<file path="src/rtl/seg_scan_ctrl_pkg.sv">
// seg_scan_ctrl_pkg: scan states and width helper shared by the display scan controller
package seg_scan_ctrl_pkg;
  typedef enum logic [1:0] {ST_IDLE, ST_SHOW, ST_GUARD} state_t;
  function automatic int clog2w(input int v);
    return (v <= 1) ? 1 : $clog2(v);
  endfunction
endpackage

</file>
<file path="src/rtl/seg_scan_ctrl_lead_zero_mask.sv">
// lead_zero_mask: flags digits that are leading zeros with no decimal point at or above them
module lead_zero_mask
  import seg_scan_ctrl_pkg::*;
#(
  parameter int NUM_DIGITS = 4
) (
  input  logic [4*NUM_DIGITS-1:0] disp_i,
  input  logic [NUM_DIGITS-1:0]   dp_i,
  output logic [NUM_DIGITS-1:0]   blank_o
);
  logic run;
  // walk from the most significant digit down; a digit stays dark while everything above it is empty
  always_comb begin
    run = 1'b1;
    blank_o = '0;
    for (int i = NUM_DIGITS - 1; i >= 0; i--) begin
      run = run & (disp_i[4*i +: 4] == 4'd0) & ~dp_i[i];
      blank_o[i] = run & (i != 0);
    end
  end
endmodule

</file>
<file path="src/rtl/seg_scan_ctrl.sv">
// seg_scan_ctrl: time-multiplexed 7-segment scan with guard gaps, blanking and frame-aligned updates
module seg_scan_ctrl
  import seg_scan_ctrl_pkg::*;
#(
  parameter int NUM_DIGITS  = 4,
  parameter int REFRESH_DIV = 1000,
  parameter int GUARD       = 2,
  parameter int LEAD_BLANK  = 1
) (
  input  logic                    clk,
  input  logic                    rst_n,
  input  logic [4*NUM_DIGITS-1:0] bcd_in,
  input  logic [NUM_DIGITS-1:0]   dp_in,
  input  logic                    load,
  output logic [3:0]              bcd_out,
  input  logic [6:0]              seg_in,
  output logic [6:0]              seg_out,
  output logic                    dp_out,
  output logic [NUM_DIGITS-1:0]   an_out,
  output logic                    frame_start
);
  localparam int CW = clog2w(REFRESH_DIV > GUARD ? REFRESH_DIV : GUARD);
  localparam int IW = clog2w(NUM_DIGITS);
  localparam int DW = 4 * NUM_DIGITS;
  state_t                state_q, state_d;
  logic [IW-1:0]         idx_q, idx_d;
  logic [CW-1:0]         div_q, div_d;
  logic [DW-1:0]         disp_q, disp_d, pend_q, pend_d;
  logic [NUM_DIGITS-1:0] dp_q, dp_d, pdp_q, pdp_d, zmask;
  logic                  pv_q, pv_d, fs_q, fs_d;
  logic                  end_show, end_guard, wrap, boundary, lit;
  logic [3:0]            nibs [NUM_DIGITS];
  assign end_show  = div_q == CW'(REFRESH_DIV - 1);
  assign end_guard = div_q == CW'(GUARD - 1);
  assign wrap      = idx_q == IW'(NUM_DIGITS - 1);
  assign boundary  = (state_q == ST_GUARD) && end_guard && wrap;
  // state register; reset aborts any frame in progress
  always_ff @(posedge clk or negedge rst_n) begin
    if (!rst_n) begin
      state_q <= ST_IDLE;
      idx_q   <= '0;
      div_q   <= '0;
      disp_q  <= '0;
      dp_q    <= '0;
      pend_q  <= '0;
      pdp_q   <= '0;
      pv_q    <= 1'b0;
      fs_q    <= 1'b0;
    end else begin
      state_q <= state_d;
      idx_q   <= idx_d;
      div_q   <= div_d;
      disp_q  <= disp_d;
      dp_q    <= dp_d;
      pend_q  <= pend_d;
      pdp_q   <= pdp_d;
      pv_q    <= pv_d;
      fs_q    <= fs_d;
    end
  end
  // slot sequencing, pending-load capture and frame-boundary display update
  always_comb begin
    state_d = state_q;
    idx_d   = idx_q;
    div_d   = div_q;
    disp_d  = disp_q;
    dp_d    = dp_q;
    pend_d  = pend_q;
    pdp_d   = pdp_q;
    pv_d    = pv_q;
    fs_d    = 1'b0;
    case (state_q)
      ST_IDLE: if (load) begin
        state_d = ST_SHOW;
        idx_d   = '0;
        div_d   = '0;
        disp_d  = bcd_in;
        dp_d    = dp_in;
        fs_d    = 1'b1;
      end
      ST_SHOW: begin
        state_d = end_show ? ST_GUARD : ST_SHOW;
        div_d   = end_show ? '0 : div_q + CW'(1);
      end
      ST_GUARD: begin
        state_d = end_guard ? ST_SHOW : ST_GUARD;
        div_d   = end_guard ? '0 : div_q + CW'(1);
        idx_d   = !end_guard ? idx_q : wrap ? '0 : idx_q + IW'(1);
        fs_d    = boundary;
      end
      default: state_d = ST_IDLE;
    endcase
    if (state_q != ST_IDLE && load && !boundary) begin
      pend_d = bcd_in;
      pdp_d  = dp_in;
      pv_d   = 1'b1;
    end
    if (boundary && (load || pv_q)) begin
      disp_d = load ? bcd_in : pend_q;
      dp_d   = load ? dp_in : pdp_q;
      pv_d   = 1'b0;
    end
  end
  for (genvar i = 0; i < NUM_DIGITS; i++) begin : g_nib
    assign nibs[i] = disp_q[4*i +: 4];
  end
  lead_zero_mask #(.NUM_DIGITS(NUM_DIGITS)) u_lzm (
    .disp_i  (disp_q),
    .dp_i    (dp_q),
    .blank_o (zmask)
  );
  assign lit         = (state_q == ST_SHOW) && !((LEAD_BLANK != 0) && zmask[idx_q]);
  assign bcd_out     = nibs[idx_q];
  assign seg_out     = lit ? seg_in : 7'd0;
  assign dp_out      = lit & dp_q[idx_q];
  assign an_out      = lit ? ~(NUM_DIGITS'(1) << idx_q) : '1;
  assign frame_start = fs_q;
endmodule
</file>
<file path="config.mk">
export PLATFORM = sky130hd
export DESIGN_NAME = seg_scan_ctrl
export DESIGN_NICKNAME = d
export VERILOG_FILES = /design/src/rtl/seg_scan_ctrl_pkg.sv /design/src/rtl/seg_scan_ctrl_lead_zero_mask.sv /design/src/rtl/seg_scan_ctrl.sv
export SDC_FILE = /design/constraint.sdc
export NUM_CORES = 1
export LEC_CHECK = 0
export BUFFER_PORTS_ARGS = -buffer_cell sky130_fd_sc_hd__buf_2
export CAP_MARGIN = 15
export CORE_UTILIZATION = 45
export DETAILED_ROUTE_END_ITERATION = 12
export HOLD_SLACK_MARGIN = 0.08
export MAX_ROUTING_LAYER = met4
export PLACE_DENSITY = 0.66
export SYNTH_ARGS = -nofsm -noshare
export SYNTH_HDL_FRONTEND = slang
export SYNTH_SLANG_ARGS = --single-unit
</file>
<file path="constraint.sdc">
create_clock -name clk -period 5.5 [get_ports clk]
set_input_delay 1.1 -clock clk [delete_from_list [all_inputs] [get_ports clk]]
set_output_delay 1.1 -clock clk [all_outputs]
set_load 0.01 [all_outputs]
</file>
; Yosys cells after proc, flatten, opt, wreduce, memory -nomap -nowiden
; Index checks and enable logic that the tools add are counted.
[classes]
addsub = 2
n_lt_le_gt_ge = 2
n_eq_ne = 7
shift = 1
muxes = 33
n_bitwise = 11
reduce_logical = 22
[ops]
columns = op, n
row1 = 2-to-1 mux 16 bit, 4
row2 = 2-to-1 mux 10 bit, 3
row3 = one-hot mux 10 bit (3 select lines), 1
row4 = 2-to-1 mux 4 bit, 7
row5 = zero test 4 bit, 3
row6 = 2-to-1 mux 2 bit, 6
row7 = "adder 10 x 1 -> 10 bit, second input constant", 1
row8 = "equality test 10 x 1 -> 1 bit, second input constant", 1
row9 = "equality test 10 bit, second input constant", 1
row10 = nonzero test 2 bit, 5
row11 = binary-select mux 4 bit (select 2 bit), 1
row12 = 2-to-1 mux 7 bit, 1
row13 = bitwise AND 1 bit, 6
row14 = logical AND 1 bit, 6
row15 = one-hot mux 2 bit (3 select lines), 1
row16 = 2-to-1 mux 1 bit, 5
row17 = binary-select mux 1 bit (select 2 bit), 2
row18 = "equality test 2 bit, second input constant", 2
row19 = "inequality test 2 bit, second input constant", 2
row20 = inverter 4 bit, 1
row21 = one-hot mux 2 bit (2 select lines), 1
row22 = AND reduction 2 bit, 2
row23 = "left shift 1 x 2 -> 4 bit, first input constant", 1
row24 = ">= comparator 3 bit, second input constant", 1
row25 = 11 further kinds, 14
[totals]
regBits = 56
out_inout_bits = 17
elab_cells = 87

; Longest topological paths before layout
; Gate-level depths: netlist of the first run.
[depth]
word_depth = 11
depth_mapped = 8
ltp_nobuf = 6

; Modules after synthesis
; From an unflattened synthesis of the first run, not the netlist that was laid out.
[unflattened]
cells_unflattened = 276
hier_area_um2 = 3309.4
[modules_own_cells]
columns = module, instances, cells_each, area_each_um2
row1 = seg_scan_ctrl, 1, 267, 3239.4
row2 = lead_zero_mask, 1, 9, 70.1

; Worst setup path before layout of the first run
; OpenSTA, ideal clock, no wires.
[synth_path]
path_type = register -> output
start = reg disp_q[8]
end = out an_out[0]
t_arrival_ns = 1.484
required_ns = 4.400
path_slack_ns = 2.916
path_stages_with_launch = 5
n_path_buf = 0
path_cell_list = dfrtp_1 > or4_1 > o21ai_0 > a32oi_1 > o211ai_1
[synth_between]
elab_chain_len = 10
[synth_rtl]
columns = element, line
row1 = start: declaration, seg_scan_ctrl.sv:28  ; logic [DW-1:0] disp_q, disp_d, pend_q, pend_d;
row2 = start signal: assignment, seg_scan_ctrl.sv:53  ; disp_q <= disp_d;
row3 = zero test 4 bit *, seg_scan_ctrl_lead_zero_mask.sv:17  ; run = run & (disp_i[4*i +: 4] == 4'd0) & ~dp_i[i];
row4 = bitwise AND 1 bit * (2 in a row), seg_scan_ctrl_lead_zero_mask.sv:17
row5 = bitwise AND 1 bit (2 in a row), seg_scan_ctrl_lead_zero_mask.sv:17
row6 = binary-select mux 1 bit (select 2 bit) *, seg_scan_ctrl.sv:112  ; assign lit = (state_q == ST_SHOW) && !((LEAD_BLANK != 0) && zmask[idx_q]);
row7 = 2-to-1 mux 1 bit (implied by the code) *, seg_scan_ctrl.sv:112
row8 = zero test 1 bit *, seg_scan_ctrl.sv:112
row9 = logical AND 1 bit *, seg_scan_ctrl.sv:112
row10 = 2-to-1 mux 4 bit *, seg_scan_ctrl.sv:116  ; assign an_out = lit ? ~(NUM_DIGITS'(1) << idx_q) : '1;
row11 = end: declaration, seg_scan_ctrl.sv:19  ; output logic [NUM_DIGITS-1:0] an_out,
; Every way passes the cells marked *; elsewhere a longest branch is shown, timed or not. The select of a mux whose other input is x is not followed.

; Worst setup path after layout of the first run
[layout_path]
start = reg disp_q[15]
end = out seg_out[3]
[layout_between]
elab_chain_len = 11
[layout_rtl]
columns = element, line
row1 = zero test 4 bit *, seg_scan_ctrl_lead_zero_mask.sv:17
row2 = bitwise AND 1 bit *, seg_scan_ctrl_lead_zero_mask.sv:17
row3 = bitwise AND 1 bit (4 in a row), seg_scan_ctrl_lead_zero_mask.sv:17
row4 = binary-select mux 1 bit (select 2 bit) *, seg_scan_ctrl.sv:112
row5 = 2-to-1 mux 1 bit (implied by the code) *, seg_scan_ctrl.sv:112
row6 = zero test 1 bit *, seg_scan_ctrl.sv:112
row7 = logical AND 1 bit *, seg_scan_ctrl.sv:112
row8 = 2-to-1 mux 7 bit *, seg_scan_ctrl.sv:114  ; assign seg_out = lit ? seg_in : 7'd0;
row9 = end: declaration, seg_scan_ctrl.sv:17  ; output logic [6:0] seg_out,
; Marks and branches as above.

==> results of run 1 <==
## worst register-to-register path: stages (launching register included)
cell and delay (ns):
dfrtp_1 0.44, inv_1 0.08, ha_1 0.15, nor3b_1 0.41
nand3_1 0.32, o21ai_2 0.93, mux2_2 0.43
## sequential cells by signal (all words and copies together) (netlist names)
register and flops:
state_q 2, dp_q 4, frame_start 1, pv_q 1, pend_q 16, idx_q 2, pdp_q 4, div_q 10
disp_q 16
## cells in the mapped netlist, types with 2 or more instances
master	count
nand4_1	2
nand2_1	19
nor4_2	2
mux2_1	2
o31ai_1	3
o21ai_0	5
inv_1	6
a21oi_1	11
buf_2	5
mux4_2	5
mux2i_1	3
mux2_4	20
nor2b_1	2
dfrtp_1	56
nor4_1	3
clkbuf_1	8
or4_1	4
mux2_2	38
ha_1	10
and2_1	2
or2_2	4
o211ai_1	5
nor3_1	12
a22o_1	4
nor2_1	15
buf_12	2
nand3_1	6
a22oi_1	2
or3_1	3
## kinds of logic after synthesis
family	Yosys count	synth area share, %
fa+ha+maj	10	3.83
flops	56	42.9
compound gates	41	8.84
simple gates	79	13.2
mux	68	27.3
buf+inv	22	3.94
## cell usage in the layout (no fill, tap or decap), types with 2 or more instances in the layout
cell type,synthesis,final
mux4_2,5,5
nor4_2,2,2
ha_1,10,10
nor3_1,12,12
nand3_1,6,6
and2_1,2,2
o31ai_1,3,3
a22o_1,4,4
nor2_1,15,15
a21oi_1,11,11
mux2_1,2,2
nor2b_1,2,2
o21ai_0,5,5
mux2i_1,3,3
mux2_2,38,38
clkbuf_8,0,5
inv_1,6,6
dfrtp_1,56,56
or3_1,3,3
nand2_1,19,19
mux2_4,20,20
a22oi_1,2,2
nor4_1,3,3
or2_2,4,4
o211ai_1,5,5
buf_2,5,46
or4_1,4,4
nand4_1,2,2
## metal layers
layer | share of wire [%] | global-route usage (%) | routed length, microns
met5 | 0 | - | 0
met4 | 1.6 | 5.81 | 101
met3 | 4.5 | 3.98 | 295
met2 | 43 | 28.5 | 2830
met1 | 50 | 26.1 | 3290
## worst max path at each step
stage            endpoint  cells after the start  slack, ns        from
2_1_floorplan   an_out[0]                      4       2.92   disp_q[8]
6_report       seg_out[3]                      4       2.17  disp_q[15]
5_1_grt        seg_out[4]                      4       2.08  disp_q[15]
3_3_place_gp      dp_q[1]                      5       2.16        load
3_5_place_dp    disp_q[8]                      5       2.08        load
4_1_cts        seg_out[4]                      4       2.18  disp_q[15]
## layout make-up
cell class / instances / area [sq um]
tap: 96 / 120
inverter: 6 / 22.5
clock buffer: 6 / 72.6
multi-input combinational: 198 / 1740
timing repair buffer: 48 / 249
fill: 628 / 3280
clock inverter: 2 / 13.8
sequential: 56 / 1400
## power groups by stage
stage	registers [uW]	clock network (uW)	logic [uW]
CTS	687	237	569
floorplan	653	0	465
detailed placement	696	0	567
global route	709	249	617
finish	688	228	564
global placement	688	0	555
## stage by stage
step	utilization, %	instances	setup slack (ns)	total power, uW	cell area (sq um)
CTS	52.3	411	2.18	1490	3610
finish	52.4	412	2.17	1480	3620
detailed placement	51.0	403	2.08	1260	3520
global placement	51.0	403	2.16	1240	3520
global route	52.4	412	2.08	1570	3620
floorplan	-	276	2.92	1120	3270
==> summary.md, run 1 <==
| Metric | Value |
|---|---|
| CTS sink cnt | `56` |
| Count of flip-flops with a built-in enable after synthesis | `0` |
| IO Count | `47` |
| PortBufs | `46` |
| Hold Path Origin | `pend_q[14]` |
| Synth Net Count | `316` |
| Hold WC Path Type | `register to register` |
| Worst-path fanout max | `7` |
| Worst hold slack | `around 0.50 ns` |
| Comb power frac | `between 30% and 40%` |
| Die height | `just under 90 microns` |
| Crit path max-delay family | `simple AND/OR/NAND/NOR gates` |
| Worst-Skew Late Latency | `around 0.32 ns` |
| CP endpoint kind | `output pin` |
| FMAX | `around 0.30 GHz` |
| Final ANT Viol Nets | `0` |
| Sw power | `approximately 500 uW` |
| Seq pwr share | `46.5%` |
| Cell taking the most area after synthesis | `dfrtp_1` |
| Top post-synthesis cells by area | `dfrtp_1, mux2_2, mux2_4` |
| Vias per cell | `between 5 and 6` |
| Worst path arrival time | `about 2.2 ns` |
| Sw frac | `33.7%` |
| Std cell rows | `30` |
| Initial antenna violation count | `0` |
| Clock power share | `~15%` |
| Worst reg2reg path startpoint | `div_q[1]` |
| #FFs+latches synth | `between 50 and 60` |
| Fin. max-slew vios | `0` |
| Max H-tree Level | `2` |
| Fin crit share | `60.5%` |
| Worst r2r dst | `pdp_q[3]` |
| Worst Setup Start Kind | `register` |
| Status | `completed` |
| Total vias in the final route | `roughly 2300` |
| CTS Buf Count | `5` |
| Total grt overflow | `0` |
| Setup TNS | `0 ns` |
| Share of post-route cells with drive strength above 1 | `approximately two fifths` |
| Final hold viol count | `0` |
| Slew margin rel. | `a little over a quarter` |
| Largest net degree at the start of global routing | `57` |
| Worst vdd ir | `around 0.00014 V` |
| Clk buf depth | `2` |
| R2R cell count | `6` |
| Critical path cell sequence | `or2_2 -> nor4_1 -> a21oi_1 -> buf_2` |
| Netlist cell types | `46` |
| Hpwl dp | `4.64 mm` |
| Slowest stage delay, CP | `around 0.83 ns` |
| Post-route DRC | `0` |
| Clock Pin Slew Worst Setup and Hold Paths | `~0.10 ns` |
| Hold endpoint | `pend_q[14]` |
| RSZ-0062 raised after global routing | `no` |
| Max cap viols | `0` |
| Syn avg cell area | `11.8 sq um` |
| Pleak | `around 0.0016 uW` |
| Power per Cell Area | `between 400 and 500 nW/um^2` |
| Die Outline Area | `7610 sq um` |
| Starting Density | `between 40% and 50%` |
| Yosys top cell area share | `a little over two fifths` |
| Bufs and invs on worst path | `1` |
| Synth-to-Final Area Change | `10.8%` |
| Crit path required time | `4.40 ns` |
| Post-CTS Resized | `0` |
| Die Wd | `about 87 microns` |
| DR pass1 iterations | `4` |
| Routed WL per cell | `roughly 16 microns` |
| GR Util All Layers | `between 10% and 20%` |
| Min Tclk post-route | `about 3.3 ns` |
| Worst reg-to-reg setup slack | `between 2 and 3 ns` |
| Global-route wire length before repair | `~11 mm` |
| Register area share after synthesis | `between 40 and 50%` |
| GP Congestion | `between 0.8 and 0.9` |
| Syn Std Cell Area | `~3300 sq um` |
| Setup CP Type | `register to output pin` |
| Syn Inst Count | `276` |
| Starting DRT DRC Count | `roughly 160` |
| Setup Buffers After CTS | `0` |
| Slowest cell on the critical path | `nor4_1` |
| Worst clock skew | `around 0.011 ns` |
| Synth Flop Type | `dfrtp_1` |
| # diodes | `0` |
| CORE AREA | `just under 7000 sq um` |
| Post-synth ARST share | `100%` |
| Ys Warns | `0` |
| Vias in the first global route | `approximately 2200` |
| Worst slew pin tran | `about 1.1 ns` |
| Hold Path Cell Cnt | `1` |
| Final nets | `approximately 360` |
| Post-Route WL | `between 6 and 7 mm` |
| Final Setup Violations | `0` |
| Internal power | `between 900 and 1000 uW` |
| Hold Buf Count CTS | `0` |
| TritonCTS clock tree | `built` |
| CTS Root Cell | `clkbuf_8` |
Power figures use the tool's default switching activity.
==> inputs of run 2 (changes only) <==
--- a/config.mk
+++ b/config.mk
@@ -11,7 +11,7 @@
 export DETAILED_ROUTE_END_ITERATION = 12
 export HOLD_SLACK_MARGIN = 0.08
 export MAX_ROUTING_LAYER = met4
-export PLACE_DENSITY = 0.66
+export PLACE_DENSITY = 0.69
 export SYNTH_ARGS = -nofsm -noshare
 export SYNTH_HDL_FRONTEND = slang
 export SYNTH_SLANG_ARGS = --single-unit
==> constraint.sdc (replaced) <==
create_clock -name clk -period 2.8 [get_ports clk]
set_input_delay 0.56 -clock clk [delete_from_list [all_inputs] [get_ports clk]]
set_output_delay 0.56 -clock clk [all_outputs]
set_load 0.01 [all_outputs]
==> run 2 against run 1 <==
- count of clock-buffer cells in the layout unchanged
- final area up 2.0%
- core utilization up 1.0 points
==> summary.md, run 2 (synthesis gave the netlist of run 1 again) <==
| Metric | Value |
|---|---|
| Fin cells | `417` |
| # diodes | `0` |
| RSZ-0062 raised after global routing | `no` |
| Synth-to-Final Area Change | `13.0%` |
| GR Util All Layers | `between 10% and 20%` |
| Die height | `a little under 90 microns` |
| Worst reg-to-reg setup slack | `0.47 ns` |
| Clk buf depth | `2` |
| Final Setup Violations | `0` |
| Cell count after placement | `around 410` |
| Setup TNS | `0 ns` |
| CP endpoint kind | `output pin` |
| Worst path arrival time | `2.09 ns` |
| Worst r2r dst | `pend_q[11]` |
| Worst-path fanout max | `7` |
| IO Count | `between 40 and 50` |
| Most common cell after layout, fill and taps aside | `dfrtp_1` |
| Most frequent cells in the layout | `dfrtp_1, buf_2, mux2_2` |
| CTS Root Cell | `clkbuf_8` |
| Initial antenna violation count | `0` |
| Worst vdd ir | `a little over 0.0003 V` |
| Std cell rows | `30` |
| Max cap viols | `0` |
| Crit path required time | `between 2 and 2.5 ns` |
| DP Worst Slack | `between 0.5 and 0.6 ns` |
| Routed WL per cell | `between 15 and 20 microns` |
| Biggest regs | `disp_q x16, pend_q x16, div_q x10` |
| Vias per cell | `around 5.5` |
| Total vias in the final route | `between 2000 and 2500` |
| Total grt overflow | `0` |
| CORE AREA | `between 6000 and 7000 sq um` |
| Worst-Skew Late Latency | `between 0.3 and 0.4 ns` |
| Fill cells | `605` |
| CTS Buf Count | `5` |
| Worst Setup Start Kind | `register` |
| Fin. max-slew vios | `0` |
| Status | `completed` |
| Hpwl dp | `4.70 mm` |
| FMAX | `around 0.38 GHz` |
| Post-Route WL | `about 6.5 mm` |
| Pleak | `between 0.0015 and 0.002 uW` |
| Min Tclk post-route | `roughly 2.6 ns` |
| CTS sink cnt | `56` |
| Setup Buffers After CTS | `0` |
| R2R cell count | `7` |
| Slew margin rel. | `53.5%` |
| DR pass1 iterations | `4` |
| Starting DRT DRC Count | `approximately 150` |
| Setup CP Type | `register to output pin` |
| PortBufs | `46` |
| Final hold viol count | `0` |
| Post-route DRC | `0` |
| Worst slew pin tran | `around 0.7 ns` |
| Final nets | `360` |
| Design Power | `approximately 3000 uW` |
| Worst clock skew | `between 0.008 and 0.009 ns` |
| Starting Density | `roughly 47%` |
| Hold Buf Count CTS | `0` |
| Largest net degree at the start of global routing | `57` |
| Worst reg2reg path startpoint | `div_q[1]` |
| Share of post-route cells with drive strength above 1 | `a little over two fifths` |
| Fin crit share | `a little over nine tenths` |
| Clock Pin Slew Worst Setup and Hold Paths | `roughly 0.10 ns` |
| TritonCTS clock tree | `built` |
| Final Instance Area | `around 3700 sq um` |
| Max H-tree Level | `2` |
| Die Wd | `just under 90 microns` |
| Vias in the first global route | `roughly 2200` |
| Die Outline Area | `7610 sq um` |
| Post-CTS Resized | `0` |
| Final setup margin | `0.154 ns` |
| Hold WC Path Type | `primary input to async pin` |
| Global-route wire length before repair | `11.0 mm` |
| Final ANT Viol Nets | `0` |
| Dpl cell area | `between 3000 and 4000 sq um` |
| Power per Cell Area | `slightly above 800 nW/um^2` |
| GP Congestion | `approximately 0.82` |
## run 2: cell count changes in the layout (fill, tap and decap cells not counted), sizes merged
| cell | before | now |
|---|---|---|
| buf | 48 | 53 |
| clkinv | 1 | 0 |
| bufinv | 0 | 1 |
## run 2: final cells by class
cell class              count  area (sq um)  share of cell area (%)
multi-input cells         198          1740                    47.2
flip-flops and latches     56          1400                    37.9
inverters                   6          22.5                   0.610
repair buffers             53           295                    7.99
well taps                  96           120                    3.25
clock buffers               6          72.6                    1.96
clock inverters             2          38.8                    1.05
## run 2: worst max path at each step
stage,start,endpoint,slack [ns],depth (start not counted)
5_1_grt,disp_q[8],seg_out[1],0.03,5
2_1_floorplan,div_q[1],disp_q[0],0.72,7
6_report,disp_q[8],seg_out[1],0.15,5
3_3_place_gp,div_q[1],pend_q[10],0.53,7
4_1_cts,disp_q[8],seg_out[1],0.15,5
3_5_place_dp,disp_q[8],seg_out[1],0.50,5
## run 2: worst max-delay path: stages, from the launching register on
cell and delay, ns:
dfrtp_1 0.41, or4_1 0.55, o21ai_0 0.24, a32o_1 0.32, a21oi_1 0.11, buf_2 0.14
## run 2: metrics by stage
stage / hold WS, ns / util (%)
3_5_place_dp: 0.482 / 51.9
4_1_cts: 0.395 / 53.5
2_1_floorplan: 0.264 / -
5_1_grt: 0.448 / 53.5
6_report: 0.361 / 53.5
3_3_place_gp: 0.471 / 51.9
## run 2: metal layers
layer	vias up	share of wire (%)	wire length (microns)	track usage (%)
met3	7	4.4	287	2.94
met4	0	1.3	87	5.81
li1	1111	-	-	-
met2	57	44	2830	28.8
met1	1129	51	3280	28.0
met5	-	0	0	-
## run 2: power by group
group	total (uW)	internal, uW	switching, uW
combinational	1140	646	491
clock	540	271	269
sequential	1350	1130	225
==> inputs of run 3 (changes only) <==
--- a/config.mk
+++ b/config.mk
@@ -10,7 +10,6 @@
 export CORE_UTILIZATION = 45
 export DETAILED_ROUTE_END_ITERATION = 12
 export HOLD_SLACK_MARGIN = 0.08
-export MAX_ROUTING_LAYER = met4
 export PLACE_DENSITY = 0.69
 export SYNTH_ARGS = -nofsm -noshare
 export SYNTH_HDL_FRONTEND = slang
==> run 3 against run 2 <==
- final area stayed put
- setup slack better by 0.0030 ns
- cell count stayed put
- clock power hardly changed
- via count is 0.48% lower
- critical path type unchanged
- critical endpoint unchanged
==> summary.md, run 3 (synthesis gave the netlist of run 1 again) <==
| Metric | Value |
|---|---|
| TritonCTS clock tree | `built` |
| Setup CP Type | `register to output pin` |
| CTS sink cnt | `between 50 and 60` |
| Final hold viol count | `0` |
| Slowest stage delay, CP | `around 0.55 ns` |
| Worst Setup Start Kind | `register` |
| Most common cell after layout, fill and taps aside | `dfrtp_1` |
| RSZ-0062 raised after global routing | `no` |
| Fin. max-slew vios | `0` |
| Worst clock skew | `about 0.0047 ns` |
| Min Tclk post-route | `between 2 and 3 ns` |
| Largest net degree at the start of global routing | `57` |
| Clk buf depth | `2` |
| Final nets | `360` |
| # diodes | `0` |
| Total vias in the final route | `2293` |
| Hpwl dp | `around 4.7 mm` |
| Slowest cell on the critical path | `or4_1` |
| Total grt overflow | `0` |
| Biggest regs | `disp_q x16, pend_q x16, div_q x10` |
| Post-Route WL | `about 6.5 mm` |
| Power per Cell Area | `between 800 and 900 nW/um^2` |
| Critical path cell sequence | `or4_1 -> o21ai_0 -> a32o_1 -> a21oi_1 -> buf_2` |
| CTS Buf Count | `5` |
| Slew margin rel. | `between 50 and 60%` |
| Multi-input gate area | `between 1500 and 2000 sq um` |
| Setup Buffers After CTS | `0` |
| Setup TNS | `0 ns` |
| CP endpoint kind | `output pin` |
| CORE AREA | `6910 sq um` |
| Fin cells | `around 420` |
| Worst vdd ir | `0.000311 V` |
| Pleak | `0.00160 uW` |
| Worst-path fanout max | `7` |
| Most frequent cells in the layout | `dfrtp_1, buf_2, mux2_2` |
| Starting Density | `a little under half` |
| Cell count after placement | `between 400 and 500` |
| Final Setup Violations | `0` |
| Hold WC Path Type | `primary input to async pin` |
| Std cell rows | `30` |
| Starting DRT DRC Count | `119` |
| Global-route wire length before repair | `roughly 11 mm` |
| FMAX | `0.378 GHz` |
| Max cap viols | `0` |
| GP Congestion | `approximately 0.81` |
| IO Count | `47` |
| Worst hold slack | `0.377 ns` |
| Worst slew pin tran | `between 0.7 and 0.8 ns` |
| Crit path max-delay family | `compound AO/OA/AOI/OAI gates` |
| Max H-tree Level | `2` |
| Die Wd | `87.2 microns` |
| PortBufs | `46` |
| Initial antenna violation count | `0` |
| Hold Buf Count CTS | `0` |
| Post-CTS Resized | `0` |
| DR pass1 iterations | `4` |
| Fill cells | `605` |
| Fin crit share | `between 90% and 100%` |
| Final ANT Viol Nets | `0` |
| Die Outline Area | `approximately 7600 sq um` |
| Die height | `roughly 87 microns` |
| Vias in the first global route | `2180` |
| Crit path required time | `around 2.2 ns` |
| CTS Root Cell | `clkbuf_8` |
| Synth-to-Final Area Change | `13.0%` |
| Clock Pin Slew Worst Setup and Hold Paths | `~0.1 ns` |
| GR Util All Layers | `around a fifth` |
| Register area | `roughly 1400 sq um` |
| Post-route DRC | `0` |
| Status | `completed` |
| Share of post-route cells with drive strength above 1 | `42.4%` |
| Worst path arrival time | `between 2 and 2.5 ns` |
| Vias per cell | `5.50` |
| Routed WL per cell | `between 15 and 20 microns` |
| Worst-Skew Late Latency | `just over 0.3 ns` |
| Bufs and invs on worst path | `1` |
run 3: path summary, 6_finish.rpt:
path                                  from  cells after the start  slack [ns]    endpoint
worst max-delay path             disp_q[8]                      5        0.16  seg_out[1]
worst min-delay path                 rst_n                      2        0.38   pend_q[3]
worst max register to register    div_q[1]                      7        0.47  pend_q[11]
worst min register to register  pend_q[14]                      1        0.50  pend_q[14]
max in group asynchronous            rst_n                      2        1.95    div_q[7]
min in group clk                bcd_in[14]                      2        0.48  pend_q[14]
run 3: area by class of cell:
class | count | area share [%]
Clock inverter | 2 | 1.05
Timing Repair Buffer | 53 | 7.99
Clock buffer | 6 | 1.96
Multi-Input combinational cell | 198 | 47.2
Sequential cell | 56 | 37.9
Inverter | 6 | 0.610
Tap cell | 96 | 3.25
run 3: through the flow:
| stage | worst slack [ns] | power [uW] | area (sq um) | utilization [%] |
|---|---|---|---|---|
| floorplan | 0.716 | 2200 | 3270 | - |
| global placement | 0.535 | 2460 | 3580 | 51.9 |
| detailed placement | 0.504 | 2510 | 3580 | 51.9 |
| CTS | 0.145 | 3060 | 3690 | 53.5 |
| global route | 0.0345 | 3230 | 3690 | 53.5 |
| finish | 0.157 | 3030 | 3690 | 53.5 |
run 3: routing by layer:
metal  global-route usage, %  share of wire, %  vias up
met3                    3.32               5.4        5
met4                    5.81               1.2        0
met5                       0                 0        -
met1                    27.8                50     1120
li1                        -                 -     1110
met2                    28.7                43       58
run 3: power breakdown:
group          switching, uW  internal (uW)
Combinational            491            646
Clock                    270            271
Sequential               224           1130
Total                    984           2040
